File: src/rtl/mux41_scan_ctrl.sv
// Round-robin scan controller that drives the select of a 4:1 word mux and hands the sampled word downstream.
// Optional HOLD timeout with a drop pulse is built only when MUX41_SCAN_TIMEOUT_EN is defined.
module mux41_scan_ctrl #(
  parameter int WIDTH          = 4,
  parameter int TIMEOUT_CYCLES = 16
) (
  input  logic             clk,
  input  logic             rst_n,
  input  logic [3:0]       req,
  output logic [1:0]       sel,
  input  logic [WIDTH-1:0] mux_y,
  output logic [3:0]       grant,
  output logic             out_valid,
  input  logic             out_ready,
  output logic [WIDTH-1:0] out_data,
  output logic [1:0]       out_ch,
  output logic             drop
);

  typedef enum logic [1:0] {
    IDLE    = 2'd0,
    CAPTURE = 2'd1,
    HOLD    = 2'd2
  } state_t;

  state_t     r_state;
  state_t     w_next;
  logic [1:0] r_last;
  logic [1:0] w_pick;
  logic       w_found;
  logic       w_xfer;
  logic       w_timeout;

  // Search from the candidate furthest from last back toward last+1, so the nearest requester wins.
  always_comb begin
    logic [1:0] idx;
    idx     = r_last;
    w_pick  = r_last;
    w_found = 1'b0;
    for (int k = 4; k >= 1; k--) begin
      idx = r_last + 2'(k);
      if (req[idx]) begin
        w_pick  = idx;
        w_found = 1'b1;
      end
    end
  end

  assign w_xfer = (r_state == HOLD) && out_valid && out_ready;

`ifdef MUX41_SCAN_TIMEOUT_EN
  localparam int CNT_W = $clog2(TIMEOUT_CYCLES + 1);

  logic [CNT_W-1:0] r_cnt;

  // The edge that would bring the stall count to TIMEOUT_CYCLES gives up the word; a ready on that edge wins.
  assign w_timeout = (r_state == HOLD) && !out_ready &&
                     (r_cnt == CNT_W'(TIMEOUT_CYCLES - 1));

  always_ff @(posedge clk or negedge rst_n) begin
    if (!rst_n) begin
      r_cnt <= '0;
      drop  <= 1'b0;
    end else begin
      drop <= w_timeout;
      if (r_state == CAPTURE) begin
        r_cnt <= '0;
      end else if ((r_state == HOLD) && !out_ready) begin
        r_cnt <= r_cnt + 1'b1;
      end
    end
  end
`else
  assign w_timeout = 1'b0;
  assign drop      = 1'b0;
`endif

  always_ff @(posedge clk or negedge rst_n) begin
    if (!rst_n) begin
      r_state <= IDLE;
    end else begin
      r_state <= w_next;
    end
  end

  always_comb begin
    w_next = r_state;
    case (r_state)
      IDLE:    if (w_found) w_next = CAPTURE;
      CAPTURE: w_next = HOLD;
      HOLD:    if (w_xfer || w_timeout) w_next = IDLE;
      default: w_next = IDLE;
    endcase
  end

  // Capture trusts that sel has been stable for a full cycle, so mux_y is settled by then.
  always_ff @(posedge clk or negedge rst_n) begin
    if (!rst_n) begin
      sel       <= 2'd0;
      grant     <= 4'd0;
      out_valid <= 1'b0;
      out_data  <= '0;
      out_ch    <= 2'd0;
      r_last    <= 2'd3;
    end else begin
      grant <= 4'd0;
      case (r_state)
        IDLE: begin
          if (w_found) sel <= w_pick;
        end
        CAPTURE: begin
          out_data  <= mux_y;
          out_ch    <= sel;
          out_valid <= 1'b1;
          grant     <= 4'b0001 << sel;
        end
        HOLD: begin
          if (w_xfer || w_timeout) begin
            out_valid <= 1'b0;
            r_last    <= out_ch;
          end
        end
        default: ;
      endcase
    end
  end

endmodule

File: config.mk
export PLATFORM = sky130hd
export DESIGN_NAME = mux41_scan_ctrl
export DESIGN_NICKNAME = d
export VERILOG_FILES = /design/src/rtl/mux41_scan_ctrl.sv
export SDC_FILE = /design/constraint.sdc
export NUM_CORES = 1
export LEC_CHECK = 0
export BUFFER_PORTS_ARGS = -buffer_cell sky130_fd_sc_hd__buf_2
export CORE_MARGIN = 2
export CORE_UTILIZATION = 25
export DETAILED_ROUTE_END_ITERATION = 8
export PLACE_DENSITY = 0.56
export SYNTH_ARGS = -nofsm -noshare
export SYNTH_HDL_FRONTEND = slang
export SYNTH_SLANG_ARGS = --single-unit
File: constraint.sdc
create_clock -name clk -period 2.4 [get_ports clk]
set_clock_uncertainty 0.1 [all_clocks]
set_input_delay 0.12 -clock clk [delete_from_list [all_inputs] [get_ports clk]]
set_output_delay 0.12 -clock clk [all_outputs]
set_load 0.03 [all_outputs]
==> summary.md <==
| Metric | Value |
|---|---|
| Post-synth EDFFs | 0 |
| Area leader, netlist | dfrtp_1 |
| Crit-path max FO | 9 |
| Congestion Overflow GR | 0 |
| Die area | roughly 3600 um^2 |
| Setup slack after placement | 1.109 ns |
| FFs w/ async S/R, synth | 1.000 |
| Finish-stage setup viols | 0 |
| RSZ-0062 raised after global routing | no |
| Routed vias/inst | between 4 and 5 |
| Total Routing Usage GR | 0.09816 |
| Critical path type | reg2reg |
| Final WS setup | ~1.1 ns |
| Clk buf depth | 2 |
| Netlist cell types | 30 |
| Initial antenna violation count | 0 |
| Rows | 20 |
| Critical path capture point type | flop |
| Syn. warnings | 0 |
| Tcrit/Tclk final | 0.5444 |
| Mapped cell area | 778.2 um^2 |
| Max-cap violations | 0 |
| Post-layout min period | roughly 1.3 ns |
| WL final | approximately 1500 um |
| Cell Pwr Density | approximately 1300 nW/um^2 |
| Root Buffer Master | clkbuf_4 |
| Total Nets Final | between 100 and 150 |
| Filler Cell Count | 316 |
| Routability cong. | ~0.79 |
| Pwr Total | between 1 and 1.5 mW |
| Routed len/inst | about 11 um |
| Status | finished, final reports clean |
| Initial Utilization | 0.2592 |
| Most frequent cells after synthesis | nand2_1 (22), dfrtp_1 (15), a21oi_1 (3), nor2_1 (3) |
| Mapped Cells | between 70 and 80 |
| TNS Setup | 0 ns |
| Req. time, crit path | about 2.5 ns |
| Post-CTS sizing | 0 |
| TritonCTS Buffers | 3 |
| F_max | approximately 0.77 GHz |
| CTS H-Tree Depth | 1 |
| DP Wirelength | about 1100 um |
| First-pass GRT wire length | around 2600 um |
| Die height | roughly 60 um |
| Port Buffers | 23 |
| Number of inserted diodes | 0 |
| CTS tree | done |
| Post-synthesis sequential element count | 17 |
| Synth top area share | 0.4823 |
| Syn_area_per_cell | between 10 and 15 um^2 |
| Share of cells above drive strength 1 | 0.3654 |
| Worst skew pair latency | slightly below 0.3 ns |
| Most numerous cell in the Yosys netlist | nand2_1 |
| Largest net degree at the start of global routing | 18 |
| Top cells by area, synth | dfrtp_1 (48%), nand2_1 (11%), dfstp_2 (6.8%) |
| DRT Pass-1 Iters | 3 |
| Syn nets | 87 |
| Number of remaining DRC errors | 0 |
| Synthesis-to-layout area growth | 26.85% |
| Sequential-to-total area share from yosys stat | 0.5498 |
| Min-Delay Path Class | in2reg |
| Pleak | just over 0.5 nW |
| Die Span X | approximately 60 um |
| Core footprint | between 3000 and 4000 um^2 |
| Detailed Route Iter0 Violations | 25 |
| Final ANT Viol Nets | 0 |
| Worst-path clk slew | around 0.09 ns |
| Hold slack | 0.04181 ns |
| Sink Count | 17 |
| Critical path launch point type | flop |
| Via count | 596 |
| Max Slew Vio Count | 0 |
| Dominant synthesized flop cell | dfrtp_1 |
| # IOs | 25 |
| Vias in the first global route | a little under 600 |
| Worst Path Arrival | between 1 and 1.5 ns |
| Final Hold Vio Count | 0 |
| Worst vdd ir | around 0.00026 V |
-- critical path, cell delays in order (launching register included) --
cell	delay (ns)
dfrtp_1	0.47
nor2b_1	0.43
nand2_1	0.14
nor2_1	0.10
-- stage by stage --
step | std cells | util | instance area [um^2]
floorplan | 76 | - | 778.2
global placement | 128 | 0.3033 | 910.9
detailed placement | 128 | 0.3033 | 910.9
CTS | 137 | 0.3288 | 987.2
global route | 137 | 0.3288 | 987.2
finish | 137 | 0.3288 | 987.2
-- where the power goes --
part           switching, mW  internal [mW]
clock                 0.0860         0.0647
combinational          0.376          0.213
sequential             0.114          0.424
-- logic make-up (layout without fill, tap and decap cells) --
kind of cell | after synthesis | after routing | share of synthesized area
flip-flops | 17 | 17 | 0.5498
other | 1 | 1 | 0.004819
AND/OR/NAND/NOR | 40 | 40 | 0.2765
buffers and inverters | 7 | 35 | 0.04500
AO/OA/AOI/OAI | 9 | 9 | 0.09485
multiplexers | 2 | 2 | 0.02894
-- placed cells by master (no fill, tap or decap) --
cell	instances
nand4b_1	1
o31ai_1	1
a21oi_1	3
mux2_2	2
inv_1	2
nand3b_1	1
nand2b_1	2
or3_4	1
or2b_1	1
dfstp_2	2
o31a_2	1
clkbuf_4	3
nor3_1	1
o21ai_0	1
nor4_4	1
a41oi_2	1
nor3b_1	1
nor2_1	3
nor2b_1	2
a21o_1	1
conb_1	1
nand2_1	22
dfrtp_1	15
and3_1	2
clkbuf_1	1
dlygate4sd3_1	5
or2_2	1
o31ai_2	1
inv_2	1
and2b_2	1
buf_2	23
-- flip-flops by register name, summed over array words and instances, names as in the netlist --
name and cells:
out_data 4, grant 4, r_last 2, out_ch 2
out_valid 1, r_state 2, sel 2
-- path summary, 6_finish.rpt --
| path | startpoint | endpoint | slack (ns) | cells after the start |
|---|---|---|---|---|
| hold reg to reg | out_data[0] | out_data[0] | 0.38 | 2 |
| max in group asynchronous | rst_n | r_last[0] | 1.72 | 2 |
| setup reg to reg | r_state[1] | grant[1] | 1.09 | 3 |
| setup / recovery | r_state[1] | grant[1] | 1.09 | 3 |
| min in group asynchronous | rst_n | out_data[3] | 0.17 | 2 |
| hold / removal | out_ready | r_state[1] | 0.04 | 4 |
-- layer usage --
layer | GRT usage | wire length [um]
met3 | 0.03030 | 112
met4 | 0.04762 | 23
met5 | 0 | 0
met2 | 0.1475 | 648
met1 | 0.1272 | 714
-- repair_timing --
action,in CTS,in global routing
hold buffers,5,0
endpoints found under the hold margin,21,0
buffers inserted,0,0
-- final cells by class --
| type | instances | area [um^2] | area share |
|---|---|---|---|
| Multi-Input combinational cell | 52 | 315.3 | 0.3194 |
| Sequential cell | 17 | 427.9 | 0.4335 |
| Inverter | 3 | 11.26 | 0.01141 |
| Tap cell | 33 | 41.29 | 0.04183 |
| Clock buffer | 4 | 26.28 | 0.02662 |
| Timing Repair Buffer | 28 | 165.2 | 0.1673 |
Power figures use the tool's default switching activity.
